--- src/rtl/uart_tx_p.sv ---
// Memory-mapped 8N1 UART transmitter: byte FIFO, baud engine, drain interrupt.
// Registers: 0x0 TXDATA, 0x1 STATUS, 0x2 DIVISOR, 0x3 INTCTRL.
module uart_tx_p #(
   parameter int CLK_DIV    = 434,
   parameter int FIFO_DEPTH = 8
) (
   input  logic        clk,
   input  logic        rst,
   input  logic        wea,
   input  logic [3:0]  addra,
   input  logic [31:0] dina,
   output logic [31:0] douta,
   output logic        txd,
   output logic        int_tx_done
);

   localparam logic [1:0]  S_IDLE    = 2'd0;
   localparam logic [1:0]  S_START   = 2'd1;
   localparam logic [1:0]  S_DATA    = 2'd2;
   localparam logic [1:0]  S_STOP    = 2'd3;
   localparam logic [3:0]  DEPTH     = 4'(FIFO_DEPTH);
   localparam logic [2:0]  PTR_MASK  = 3'(FIFO_DEPTH - 1);
   localparam logic [15:0] DIV_RESET = 16'(CLK_DIV);

   logic [7:0]  mem [FIFO_DEPTH];
   logic [2:0]  wr_ptr;
   logic [2:0]  rd_ptr;
   logic [3:0]  count;
   logic [1:0]  state;
   logic [7:0]  shreg;
   logic [15:0] bitlen;
   logic [15:0] baud_cnt;
   logic [2:0]  bit_cnt;
   logic [15:0] divisor;
   logic        int_en;
   logic        ovf;

   logic        full;
   logic        empty;
   logic        busy;
   logic        wr_txdata;
   logic        push;
   logic        pop;
   logic        bit_end;
   logic        unused_dina;

   assign full        = (count == DEPTH);
   assign empty       = (count == 4'd0);
   assign busy        = (state != S_IDLE);
   assign wr_txdata   = wea && (addra == 4'h0);
   assign push        = wr_txdata && !full;
   assign bit_end     = (baud_cnt == 16'd0);
   // A pop also happens on the last stop cycle so frames run back to back.
   assign pop         = !empty && ((state == S_IDLE) || ((state == S_STOP) && bit_end));
   assign unused_dina = ^dina[31:16];

   always_ff @(posedge clk) begin
      if (push) mem[wr_ptr] <= dina[7:0];
   end

   always_ff @(posedge clk) begin
      if (!rst) begin
         wr_ptr <= 3'd0;
         rd_ptr <= 3'd0;
         count  <= 4'd0;
      end else begin
         if (push) wr_ptr <= (wr_ptr + 3'd1) & PTR_MASK;
         if (pop)  rd_ptr <= (rd_ptr + 3'd1) & PTR_MASK;
         count <= count + {3'b000, push} - {3'b000, pop};
      end
   end

   always_ff @(posedge clk) begin
      if (!rst) begin
         state    <= S_IDLE;
         shreg    <= 8'h00;
         bitlen   <= DIV_RESET;
         baud_cnt <= 16'd0;
         bit_cnt  <= 3'd0;
      end else if (pop) begin
         // Divisor is latched only here, so register writes never disturb a frame.
         shreg    <= mem[rd_ptr];
         bitlen   <= divisor;
         baud_cnt <= divisor - 16'd1;
         bit_cnt  <= 3'd0;
         state    <= S_START;
      end else begin
         case (state)
            S_START: begin
               if (bit_end) begin
                  baud_cnt <= bitlen - 16'd1;
                  state    <= S_DATA;
               end else begin
                  baud_cnt <= baud_cnt - 16'd1;
               end
            end
            S_DATA: begin
               if (bit_end) begin
                  baud_cnt <= bitlen - 16'd1;
                  shreg    <= {1'b0, shreg[7:1]};
                  if (bit_cnt == 3'd7) state <= S_STOP;
                  else bit_cnt <= bit_cnt + 3'd1;
               end else begin
                  baud_cnt <= baud_cnt - 16'd1;
               end
            end
            S_STOP: begin
               if (bit_end) state <= S_IDLE;
               else baud_cnt <= baud_cnt - 16'd1;
            end
            default: state <= S_IDLE;
         endcase
      end
   end

   always_ff @(posedge clk) begin
      if (!rst) begin
         divisor <= DIV_RESET;
         int_en  <= 1'b0;
         ovf     <= 1'b0;
      end else begin
         if (wea && (addra == 4'h2)) begin
            divisor <= (dina[15:0] < 16'd2) ? 16'd2 : dina[15:0];
         end
         if (wea && (addra == 4'h3)) int_en <= dina[0];
         if (wr_txdata && full) ovf <= 1'b1;
         else if (wea && (addra == 4'h1) && dina[7]) ovf <= 1'b0;
      end
   end

   // Read data reflects register state before any same-edge write or pop.
   always_ff @(posedge clk) begin
      if (!rst) begin
         douta       <= 32'h0;
         int_tx_done <= 1'b0;
      end else begin
         case (addra)
            4'h1:    douta <= {24'h0, ovf, busy, empty, full, count};
            4'h2:    douta <= {16'h0, divisor};
            4'h3:    douta <= {31'h0, int_en};
            default: douta <= 32'h0;
         endcase
         int_tx_done <= int_en && empty && !busy;
      end
   end

   always_comb begin
      txd = 1'b1;
      case (state)
         S_START: txd = 1'b0;
         S_DATA:  txd = shreg[0];
         default: txd = 1'b1;
      endcase
   end

endmodule

--- config.mk ---
export PLATFORM = sky130hd
export DESIGN_NAME = uart_tx_p
export DESIGN_NICKNAME = d
export VERILOG_FILES = /design/src/rtl/uart_tx_p.sv
export SDC_FILE = /design/constraint.sdc
export NUM_CORES = 1
export LEC_CHECK = 0
export BUFFER_PORTS_ARGS = -buffer_cell sky130_fd_sc_hd__buf_2
export CORE_ASPECT_RATIO = 1.75
export CORE_MARGIN = 2
export CORE_UTILIZATION = 55
export DETAILED_ROUTE_END_ITERATION = 6
export PLACE_DENSITY = 0.74
export SYNTH_ARGS = -nofsm -noshare
export SYNTH_HDL_FRONTEND = slang
export SYNTH_SLANG_ARGS = --single-unit
--- constraint.sdc ---
create_clock -name clk -period 3.5 [get_ports clk]
set_input_delay 0 -clock clk [delete_from_list [all_inputs] [get_ports clk]]
set_output_delay 0 -clock clk [all_outputs]
set_load 0.01 [all_outputs]
==> results of run 1 <==
kinds of logic after synthesis:
group,after synthesis,synth area share (%)
adders and majority gates,18,3.143
DFF,157,51.10
buffers and inverters,70,4.985
muxes,31,6.911
xor gates and xnor gates,36,4.258
and+or+nand+nor,251,17.40
other,1,0.05064
AOI/OAI and AO/OA,137,12.15
what timing repair did:
| action | 4_1_cts | 5_1_grt |
|---|---|---|
| hold buffers | 18 | 0 |
| endpoints found under the hold margin | 91 | 0 |
| setup endpoints to repair | 0 | 0 |
per-stage QoR:
stage	cell area, µm²	cells	hold slack, ps	worst slack, ps
after global placement	7757	900	252.5	464.3
final	8486	950	21.21	292.0
after floorplan	7461	716	98.87	373.8
after detailed placement	7757	900	263.7	397.4
after global routing	8486	950	43.02	113.0
after CTS	8486	950	17.22	363.1
critical path: stages (launching register included):
cell     delay [ps]
dfxtp_1         360
inv_1           130
ha_1            240
or4b_1          530
nor4_4          410
a31oi_4         130
buf_4           300
nand2_1         110
nand2_1          60
ha_1            200
a21o_1          170
a21oi_1         180
xor2_1           80
and2_1          150
registers in the layout (all words and copies together) (netlist names), 2 cells and up, named ones only:
name and flops:
baud_cnt 16, divisor 16, shreg 8, wr_ptr 3, bit_cnt 3, state 2, rd_ptr 3, bitlen 16
douta 16, count 4, mem 64
power groups by stage:
stage                     clock, mW  combinational, mW  sequential (mW)
after floorplan                   0               1.86             2.29
after global placement            0               2.23             2.39
after detailed placement          0               2.30             2.41
after CTS                      1.73               2.35             2.38
after global routing           1.82               2.59             2.41
final                          1.72               2.37             2.38
metal layers:
layer	vias up	wire length (µm)	global-route usage, %
met4	0	761	12.44
met3	56	572	4.500
li1	2645	-	-
met5	-	0	0
met2	164	10500	51.68
met1	2765	6311	24.56
cells in the mapped netlist, types with 3 or more instances:
cell      number  area (µm²)
mux4_2        16       360.4
a211oi_1      17       127.6
or3_1          6       37.54
nand2b_1       4       25.02
mux2i_1       14       140.1
nand4_1        3       18.77
edfxtp_1      64        1922
buf_2          4       20.02
xnor2_1       14       122.6
inv_1         18       67.56
nor2_1        48       180.2
a31oi_1        7       43.79
o211ai_1       6       45.04
buf_6          4       45.04
nor3b_1        6       45.04
xor2_1        22       192.7
clkbuf_1      24       90.09
nand2_1       81       304.0
nor4_1        14       87.58
a22oi_1       13       97.59
o21ai_0       20       100.1
ha_1          17       212.7
nor2b_1       15       93.84
and2_1        18       112.6
o22ai_1        3       18.77
nand3_1       18       90.09
or4_1          9       67.56
buf_4         19       142.6
o31ai_1        7       52.55
a21boi_0       5       37.54
a21oi_1       38       190.2
nor3_1        11       55.05
dfxtp_1       93        1862
final cells by class:
type                       count  area share [%]
tap                          174           2.566
sequential                   157           44.59
clock inverter                14           1.401
multi-input combinational    489           39.16
timing repair buffer          80           6.429
clock buffer                  18           5.058
inverter                      18          0.7962
worst min path at each step:
| stage | startpoint | endpoint | slack [ps] | cells after the start |
|---|---|---|---|---|
| after floorplan | dina[0] | mem[0][0]$_DFFE_PP_ | 100 | 0 |
| after global placement | dina[14] | divisor[14]$_SDFFE_PN0P_ | 250 | 3 |
| after detailed placement | dina[8] | divisor[8]$_SDFFE_PN1P_ | 260 | 3 |
| after CTS | wea | int_en$_SDFFE_PN0P_ | 20 | 4 |
| after global routing | wea | int_en$_SDFFE_PN0P_ | 40 | 4 |
| final | wea | int_en$_SDFFE_PN0P_ | 20 | 4 |
==> results.rst, run 1 <==
.. list-table::
   :header-rows: 1

   * - Metric
     - Value
   * - Status
     - completed
   * - Number of warnings reported in the yosys synthesis log
     - 0
   * - Endpoint of the worst register-to-register path
     - count[3]$_SDFF_PN0_
   * - Async S/R FF share, synth
     - 0%
   * - Sw power
     - 2.419 mW
   * - Portion of total power attributed to combinational logic
     - 36.7%
   * - Final number of setup-violating endpoints
     - 0
   * - Total number of H-tree levels
     - 4
   * - Post-cts sizing count
     - 0
   * - Most common cell after layout, fill and taps aside
     - dfxtp_1
   * - Number of nets in the layout
     - 820
   * - Starting DRT DRC Count
     - approximately 440
   * - Maximum number of pins on one net before global-route repair
     - 49
   * - Inserted Diodes
     - 0
   * - Fill count
     - 1052
   * - CTS max path bufs
     - 2
   * - Die width
     - 91.71 µm
   * - Sequential cell area
     - 3784 µm²
   * - Hold WC Path Type
     - in2reg
   * - Kind of start point of the critical path
     - register
   * - Vias per Instance
     - 5.926
   * - Count of final hold-check violations
     - 0
   * - Final core utilization
     - 63.74%
   * - Launch point of the critical path
     - baud_cnt[0]$_SDFFE_PN0P_
   * - Vias in the first global route
     - 5673
   * - 1st-pass router iterations
     - 6
   * - TritonCTS buffer count
     - 17
   * - Floorplan row count
     - 56
   * - Post-DP HPWL
     - 12590 µm
   * - IO Count
     - 73
   * - Area delta synth->final
     - 14.60%
   * - Placeable core region
     - 13310 µm²
   * - Fraction of power spent switching nets
     - 37.35%
   * - Final worst-path cycle share
     - 91.66%
   * - Number of standard cells after synthesis
     - 701
   * - Post-detailed-route DRC marker count
     - 0
   * - Total standard cell area after synthesis
     - 7405 µm²
   * - Height of the die
     - between 150 and 200 µm
   * - Slew of the pin with the lowest slew margin
     - 1121 ps
   * - Capturing element of the worst setup path
     - count[3]$_SDFF_PN0_
   * - Register area share after synthesis
     - approximately half
   * - Routability congestion estimate
     - between 0.9 and 1
   * - Clock latency on the worst-skew pair
     - between 400 and 500 ps
   * - Dominant synthesized flop cell
     - dfxtp_1
   * - Share of power burned in registers
     - 36.7%
   * - Total length of routed wires
     - 18140 µm
   * - Data arrival time of the critical path
     - 3530 ps
   * - Yosys reg bits
     - 157
   * - Root buf cell
     - clkbuf_16
   * - Top fanout value on the critical path
     - 48
   * - Number of routed nets with antenna violations
     - 0
   * - Worst r2r path cells
     - 13
   * - Summed negative setup slack over all endpoints
     - 0 ps
   * - Slack of the worst reg-to-reg path
     - 290 ps
   * - Clock transition at path regs
     - 60 ps
   * - Via Count
     - approximately 5600
   * - Max-capacitance violation count
     - 0
   * - Clock network fraction of design power
     - about a quarter
   * - Number of enable flip-flop cells after synthesis
     - 64
   * - # port buffers
     - 40
   * - Headroom to the max-slew limit
     - 25.21%
   * - First-pass GRT wire length
     - approximately 28000 µm
   * - Total Die Area
     - 14440 µm²
   * - Total GRT Usage
     - 25.76%
   * - Unique cell type count in the Yosys netlist
     - 68
   * - Internal power of the cells
     - 4.057 mW
   * - Antenna violations before repair
     - 0
   * - Clock tree from TritonCTS
     - yes
   * - Start-to-end type of the worst setup path
     - reg2reg
   * - Area occupied by multi-input gates
     - between 3000 and 4000 µm²
   * - Cell leakage power
     - 3.175 nW
   * - Clock sinks
     - about 160
   * - Syn avg cell area
     - 10.56 µm²
   * - Effective utilization at floorplan
     - a little under three fifths
   * - Aggregate global routing overflow
     - 0
   * - Commonest cells after routing, fill and taps aside
     - 93 x dfxtp_1, 81 x nand2_1, 64 x edfxtp_1, 48 x nor2_1, 40 x buf_2
   * - Setup Fix Bufs, Post-CTS
     - 0
   * - Overall Power
     - approximately 6.5 mW
   * - FMAX
     - ~310 MHz
   * - Category of the worst setup path capture point
     - register
   * - Post-layout minimum cycle time
     - 3208 ps
   * - Post-detailed-route wirelength per cell
     - 19.09 µm
   * - Cell area power density
     - about 760 nW/µm²
   * - Peak supply drop
     - 0.0005722 V
   * - Startpoint of the worst-slack reg-to-reg timing path
     - baud_cnt[0]$_SDFFE_PN0P_
   * - Max Slew Vio Count
     - 0
   * - Setup repair after global routing missed its margin
     - no
   * - Worst clock skew
     - about 8.9 ps
   * - Fraction of final layout cells with drive strength greater than 1
     - 15.46%
   * - Data required time at the worst endpoint
     - 3820 ps
Power figures use the tool's default switching activity.
==> run 2, diff against run 1 <==
Settings changed: CORE_MARGIN 2 to unset.
==> run 2 against run 1 <==
  * Critical path depth fell by 1
  * Core utilization rose by 1.9 points
  * Setup slack got worse by 54 ps
  * Design area rose by 0.65%
  * Non-clock buffer count did not move
  * Critical path type unchanged
  * Via count fell by 0.98%
  * Largest power group unchanged
  * Flip-flop and latch count did not move
  * Final cell count fell by 0.32%
  * Global-route usage rose by 0.46 points
  * Highest routed layer unchanged
==> results.rst, run 2 (synthesis results as in run 1) <==
.. list-table::
   :header-rows: 1

   * - Metric
     - Value
   * - Cell area power density
     - 770.3 nW/µm² (was 763.2 nW/µm²)
   * - Met3 routing resource usage after global routing
     - 4.839% (was 4.500%)
   * - 1st-pass router iterations
     - 5 (was 6)
   * - Grt met1 use
     - 25.48% (was 24.56%)
   * - # port buffers
     - 40 (unchanged)
   * - Hold WC Path Type
     - in2reg (unchanged)
   * - Worst Setup Slack post-DPL
     - 285.2 ps (was 397.4 ps)
   * - Root buf cell
     - clkbuf_16 (unchanged)
   * - Final number of setup-violating endpoints
     - 0 (unchanged)
   * - Most flop-heavy register
     - mem (unchanged)
   * - Antenna violations before repair
     - 0 (unchanged)
   * - Maximum number of pins on one net before global-route repair
     - 39 (was 49)
   * - Most heavily used metal layer in global routing
     - met2 (unchanged)
   * - Worst clock skew
     - 13.03 ps (was 8.902 ps)
   * - Kind of start point of the critical path
     - register (unchanged)
   * - Vias per Instance
     - 5.887 (was 5.926)
   * - Post-detailed-route DRC marker count
     - 0 (unchanged)
   * - TritonCTS buffer count
     - 17 (unchanged)
   * - Share of power burned in registers
     - 36.1% (was 36.7%)
   * - Max-capacitance violation count
     - 0 (unchanged)
   * - Data arrival time of the critical path
     - 3570 ps (was 3530 ps)
   * - Post-detailed-route wirelength per cell
     - 18.96 µm (was 19.09 µm)
   * - Slew of the pin with the lowest slew margin
     - 1134 ps (was 1121 ps)
   * - Routability congestion estimate
     - 0.9165 (was 0.9713)
   * - Overall Power
     - 6.579 mW (was 6.476 mW)
   * - Clock transition at path regs
     - 60 ps (about the same)
   * - Post-layout minimum cycle time
     - 3262 ps (was 3208 ps)
   * - Total number of H-tree levels
     - 4 (unchanged)
   * - Slowest cell delay on critical path
     - 530 ps (about the same)
   * - Fraction of power spent switching nets
     - 36.47% (was 37.35%)
   * - Clock tree from TritonCTS
     - yes (unchanged)
   * - Clock network fraction of design power
     - 28.0% (was 26.6%)
   * - Summed negative setup slack over all endpoints
     - 0 ps (unchanged)
   * - CTS max path bufs
     - 2 (unchanged)
   * - Met2 track utilization from global routing
     - 51.76% (was 51.68%)
   * - Height of the die
     - 155.5 µm (was 157.5 µm)
   * - Commonest cells after routing, fill and taps aside
     - 93 x dfxtp_1, 81 x nand2_1, 64 x edfxtp_1, 48 x nor2_1, 40 x buf_2 (unchanged)
   * - IO Count
     - 73 (unchanged)
   * - Data required time at the worst endpoint
     - 3810 ps (was 3820 ps)
   * - Buffers and inverters on the worst path
     - 2 (unchanged)
   * - Top fanout value on the critical path
     - 12 (was 48)
   * - Starting DRT DRC Count
     - 360 (was 437)
   * - Via Count
     - 5575 (was 5630)
   * - Most common cell after layout, fill and taps aside
     - dfxtp_1 (unchanged)
   * - Max Slew Vio Count
     - 0 (unchanged)
   * - Total GRT Usage
     - 26.21% (was 25.76%)
   * - Area delta synth->final
     - 15.34% (was 14.60%)
   * - Total length of routed wires
     - 17950 µm (was 18140 µm)
   * - Critical-path top delay cell
     - or4b_1 (unchanged)
   * - Setup slack of the critical path after layout
     - 238.2 ps (was 292.0 ps)
   * - Inserted Diodes
     - 0 (unchanged)
   * - FMAX
     - 306.6 MHz (was 311.7 MHz)
   * - Total Die Area
     - 13950 µm² (was 14440 µm²)
   * - Effective utilization at floorplan
     - 56.93% (was 55.62%)
   * - Sw power
     - 2.399 mW (was 2.419 mW)
   * - Count of final hold-check violations
     - 0 (unchanged)
   * - Clock sinks
     - 157 (unchanged)
   * - Start-to-end type of the worst setup path
     - reg2reg (unchanged)
   * - Clock latency on the worst-skew pair
     - 420 ps (was 430 ps)
   * - Internal power of the cells
     - 4.179 mW (was 4.057 mW)
   * - Portion of total power attributed to combinational logic
     - 35.9% (was 36.7%)
   * - Category of the worst setup path capture point
     - register (unchanged)
   * - Peak supply drop
     - 0.0005136 V (was 0.0005722 V)
   * - First-pass GRT wire length
     - 27810 µm (was 28410 µm)
   * - Headroom to the max-slew limit
     - 24.30% (was 25.21%)
   * - Largest delay contributor family on the critical path
     - simple AND/OR/NAND/NOR gates (unchanged)
   * - Cells along the critical path
     - inv_1 -> ha_1 -> or4b_1 -> nor4_4 -> a31oi_4 -> or2_1 -> nand2_1 -> ha_1 -> inv_1 -> fa_1 -> xnor2_1 -> and2_1 (was inv_1 -> ha_1 -> or4b_1 -> nor4_4 -> a31oi_4 -> buf_4 -> nand2_1 -> nand2_1 -> ha_1 -> a21o_1 -> a21oi_1 -> xor2_1 -> and2_1)
   * - Final worst-path cycle share
     - 93.19% (was 91.66%)
   * - Placeable core region
     - 13010 µm² (was 13310 µm²)
   * - Post-DP HPWL
     - 12650 µm (was 12590 µm)
   * - Setup repair after global routing missed its margin
     - no (unchanged)
   * - Number of nets in the layout
     - 820 (unchanged)
   * - Setup Fix Bufs, Post-CTS
     - 0 (unchanged)
   * - Cell leakage power
     - 3.214 nW (was 3.175 nW)
   * - Vias in the first global route
     - 5561 (was 5673)
   * - Die width
     - 89.71 µm (was 91.71 µm)
   * - Fraction of final layout cells with drive strength greater than 1
     - 15.59% (was 15.46%)
   * - Post-cts sizing count
     - 0 (unchanged)
   * - Flip-flop count of the largest register after layout
     - 64 (unchanged)
   * - Number of routed nets with antenna violations
     - 0 (unchanged)
   * - Status
     - completed (unchanged)
   * - Floorplan row count
     - 55 (was 56)
   * - Aggregate global routing overflow
     - 0 (unchanged)
   * - Worst hold slack after final layout
     - 33.14 ps (was 21.21 ps)
run 2: timing repair:
action,CTS,global route
hold buffers,19,0
endpoints found under the hold margin,91,0
endpoints found under the setup margin,0,0
run 2: through the flow:
step                      utilization [%]  std cells  instance area [µm²]
after floorplan                         -        716                 7461
after global placement              59.56        896                 7746
after detailed placement            59.56        896                 7746
after CTS                           65.67        947                 8541
after global routing                65.67        947                 8541
final                               65.67        947                 8541
run 2: final timing paths:
kind / slack (ps) / cells after the start / startpoint / to
setup / recovery: 240 / 12 / baud_cnt[0]$_SDFFE_PN0P_ / count[2]$_SDFF_PN0_
hold / removal: 30 / 4 / addra[1] / int_en$_SDFFE_PN0P_
setup reg to reg: 240 / 12 / baud_cnt[0]$_SDFFE_PN0P_ / count[2]$_SDFF_PN0_
hold reg to reg: 470 / 2 / bitlen[10]$_SDFFE_PN0P_ / bitlen[10]$_SDFFE_PN0P_
run 2: worst reg2reg max path: stages (launching register included):
cell,delay (ps)
dfxtp_1,350
inv_1,110
ha_1,240
or4b_1,540
nor4_4,440
a31oi_4,230
or2_1,310
nand2_1,70
ha_1,170
inv_1,60
fa_1,380
xnor2_1,130
and2_1,140
run 2: area by class of cell:
type,instances,area [µm²]
Timing Repair Buffer,80,548.0
Clock inverter,11,101.3
Fill cell,972,4466
Clock buffer,21,503.0
Inverter,18,67.56
Tap cell,171,214.0
Sequential cell,157,3784
Multi-Input combinational cell,489,3323
run 2: power by group through the flow:
stage / registers [mW] / logic, mW / clock network, mW
final: 2.37 / 2.36 / 1.84
after detailed placement: 2.41 / 2.29 / 0
after CTS: 2.38 / 2.33 / 1.87
after global routing: 2.41 / 2.58 / 1.93
after floorplan: 2.29 / 1.86 / 0
after global placement: 2.40 / 2.25 / 0
run 2: routing by layer:
layer  wire, µm  share of wire (%)
met5          0                  0
met4        656                3.7
met3        551                3.1
met2      10410                 58
met1       6338                 35
==> run 3, diff against run 2 <==
Settings changed: CTS_CLUSTER_DIAMETER set to 200, GPL_TIMING_DRIVEN set to 0.
Clock period 3.5 ns to 3.8 ns, I/O delays scaled along.
==> run 3 against run 2 <==
  * Sequential share of layout area shrank 0.60 points
  * Critical path depth grew 2
  * Sequential power shrank 9.7%
  * Maximum frequency shrank 8.2%
  * Non-clock buffer count grew 33
  * Flip-flop and latch count is the same
  * Worst hold slack lost 8.1 ps
  * Critical endpoint unchanged
  * Largest cell class unchanged
==> results.rst, run 3 (synthesis results as in run 1) <==
.. list-table::
   :header-rows: 1

   * - Metric
     - Value
   * - Number of routed nets with antenna violations
     - 0 (unchanged)
   * - # port buffers
     - 39 (was 40)
   * - Max Slew Vio Count
     - 0 (unchanged)
   * - Clock latency on the worst-skew pair
     - 430 ps (was 420 ps)
   * - Post-DP HPWL
     - 13950 µm (was 12650 µm)
   * - Clock transition at path regs
     - 70 ps (was 60 ps)
   * - Clock tree from TritonCTS
     - yes (unchanged)
   * - Fill count
     - 1002 (was 972)
   * - Cell leakage power
     - 3.266 nW (was 3.214 nW)
   * - Category of the worst setup path capture point
     - register (unchanged)
   * - Slew of the pin with the lowest slew margin
     - 1432 ps (was 1134 ps)
   * - Total GRT Usage
     - 28.82% (was 26.21%)
   * - Antenna violations before repair
     - 0 (unchanged)
   * - Kind of start point of the critical path
     - register (unchanged)
   * - Die width
     - 89.71 µm (unchanged)
   * - Cell Count Post-Placement
     - 927 (was 896)
   * - Post-detailed-route wirelength per cell
     - 19.71 µm (was 18.96 µm)
   * - Data arrival time of the critical path
     - 3870 ps (was 3570 ps)
   * - First-pass GRT wire length
     - 30270 µm (was 27810 µm)
   * - Aggregate global routing overflow
     - 0 (unchanged)
   * - Worst clock skew
     - 13.90 ps (was 13.03 ps)
   * - 1st-pass router iterations
     - 5 (unchanged)
   * - Cells along the critical path
     - inv_1 -> ha_1 -> or4b_1 -> nor4_4 -> buf_4 -> a31oi_1 -> buf_2 -> or2_1 -> nand2_1 -> ha_1 -> inv_1 -> fa_1 -> xnor2_1 -> and2_1 (was inv_1 -> ha_1 -> or4b_1 -> nor4_4 -> a31oi_4 -> or2_1 -> nand2_1 -> ha_1 -> inv_1 -> fa_1 -> xnor2_1 -> and2_1)
   * - Placeable core region
     - 13010 µm² (unchanged)
   * - Maximum number of pins on one net before global-route repair
     - 17 (was 39)
   * - Worst hold slack after final layout
     - 25.03 ps (was 33.14 ps)
   * - Count of final hold-check violations
     - 0 (unchanged)
   * - Post-detailed-route DRC marker count
     - 0 (unchanged)
   * - Status
     - completed (unchanged)
   * - Routability congestion estimate
     - 0.9219 (was 0.9165)
   * - Setup repair after global routing missed its margin
     - no (unchanged)
   * - Via Count
     - 5722 (was 5575)
   * - Total Die Area
     - 13950 µm² (unchanged)
   * - Hold WC Path Type
     - in2reg (unchanged)
   * - Most flop-heavy register
     - mem (unchanged)
   * - Inserted Diodes
     - 0 (unchanged)
   * - Starting DRT DRC Count
     - 316 (was 360)
   * - Area delta synth->final
     - 16.93% (was 15.34%)
   * - Vias per Instance
     - 5.839 (was 5.887)
   * - Top fanout value on the critical path
     - 10 (was 12)
   * - Commonest cells after routing, fill and taps aside
     - 93 x dfxtp_1, 81 x nand2_1, 64 x edfxtp_1, 48 x nor2_1, 44 x buf_2 (was 93 x dfxtp_1, 81 x nand2_1, 64 x edfxtp_1, 48 x nor2_1, 40 x buf_2)
   * - Effective utilization at floorplan
     - 56.93% (unchanged)
   * - Height of the die
     - 155.5 µm (unchanged)
   * - FMAX
     - 281.4 MHz (was 306.6 MHz)
   * - Final worst-path cycle share
     - 93.52% (was 93.19%)
   * - Final number of setup-violating endpoints
     - 0 (unchanged)
   * - Peak supply drop
     - 0.0004971 V (was 0.0005136 V)
   * - Total length of routed wires
     - 19320 µm (was 17950 µm)
   * - Fraction of final layout cells with drive strength greater than 1
     - 16.32% (was 15.59%)
   * - Slowest cell delay on critical path
     - 560 ps (was 530 ps)
   * - Post-layout minimum cycle time
     - 3554 ps (was 3262 ps)
   * - Number of nets in the layout
     - 853 (was 820)
   * - TritonCTS buffer count
     - 17 (unchanged)
   * - Clock sinks
     - 157 (unchanged)
   * - Overall Power
     - 6.160 mW (was 6.579 mW)
   * - Critical-path top delay cell
     - or4b_1 (unchanged)
   * - Data required time at the worst endpoint
     - 4110 ps (was 3810 ps)
   * - Cell area power density
     - 711.4 nW/µm² (was 770.3 nW/µm²)
   * - CTS max path bufs
     - 2 (unchanged)
   * - Floorplan row count
     - 55 (unchanged)
   * - IO Count
     - 73 (unchanged)
   * - Most common cell after layout, fill and taps aside
     - dfxtp_1 (unchanged)
   * - Final core utilization
     - 66.57% (was 65.67%)
   * - Non-filler instance count after layout
     - 980 (was 947)
   * - Max-capacitance violation count
     - 0 (unchanged)
   * - Summed negative setup slack over all endpoints
     - 0 ps (unchanged)
   * - Vias in the first global route
     - 5885 (was 5561)
   * - Root buf cell
     - clkbuf_16 (unchanged)
   * - Headroom to the max-slew limit
     - 3.778% (was 24.30%)
   * - Total number of H-tree levels
     - 4 (unchanged)
   * - Flip-flop count of the largest register after layout
     - 64 (unchanged)
   * - Start-to-end type of the worst setup path
     - reg2reg (unchanged)
## run 3: cell count changes in the layout (fill, tap and decap cells not counted), moves of 2 or more
cell       before  now
clkbuf_1        0   25
buf_2          40   44
clkbuf_16      19   17
buf_6           0    4
clkbuf_8        2    0
inv_6           2    4
inv_4           2    0
## run 3: power breakdown
part | internal, mW | switching (mW) | leakage (nW)
clock | 0.913 | 0.711 | 0.266
sequential | 1.93 | 0.207 | 1.33
combinational | 0.949 | 1.44 | 1.67
total | 3.80 | 2.36 | 3.27
## run 3: worst paths after layout
check | start | endpoint | slack (ps) | cells after the start
max | baud_cnt[0]$_SDFFE_PN0P_ | count[2]$_SDFF_PN0_ | 250 | 14
min | addra[2] | int_en$_SDFFE_PN0P_ | 30 | 5
max reg2reg | baud_cnt[0]$_SDFFE_PN0P_ | count[2]$_SDFF_PN0_ | 250 | 14
min reg2reg | int_en$_SDFFE_PN0P_ | int_tx_done$_SDFF_PN0_ | 480 | 2
## run 3: what timing repair did
item / 4_1_cts / 5_1_grt
hold buffers: 18 / 0
hold endpoints to repair: 81 / 0
endpoints found under the setup margin: 0 / 11
gates resized for setup: 0 / 1
setup buffers: 0 / 3
## run 3: critical path, delay by kind of cell (launching register included)
family                   cells  cell delay [ps]
AO/OA/AOI/OAI                1              150
flip-flops                   1              370
XOR/XNOR                     1              130
adder cells (fa/ha/maj)      3              780
buffers and inverters        4              620
AND/OR/NAND/NOR              5             1380
## run 3: metal layers
layer	global-route usage [%]	up-vias	wire length [µm]
li1	-	2715	-
met1	26.20	2761	6489
met2	57.03	180	11050
met3	4.985	66	645
met4	19.28	0	1135
met5	0	-	0
## run 3: area by class of cell
class                           instances  area [µm²]  share of cell area, %
Buffer                                 52       301.5                  3.483
Clock inverter                         14       135.1                  1.561
Sequential cell                       157        3784                  43.70
Timing Repair Buffer                   61       402.9                  4.653
Clock buffer                           18       429.2                  4.957
Inverter                               18       67.56                 0.7803
Tap cell                              171       214.0                  2.471
Multi-Input combinational cell        489        3324                  38.40
## run 3: through the flow
stage	worst slack (ps)	cell area, µm²
3_5_place_dp	69.49	7880
5_1_grt	10.21	8658
6_report	246.4	8658
3_3_place_gp	181.4	7870
4_1_cts	44.40	8625
2_1_floorplan	673.8	7461
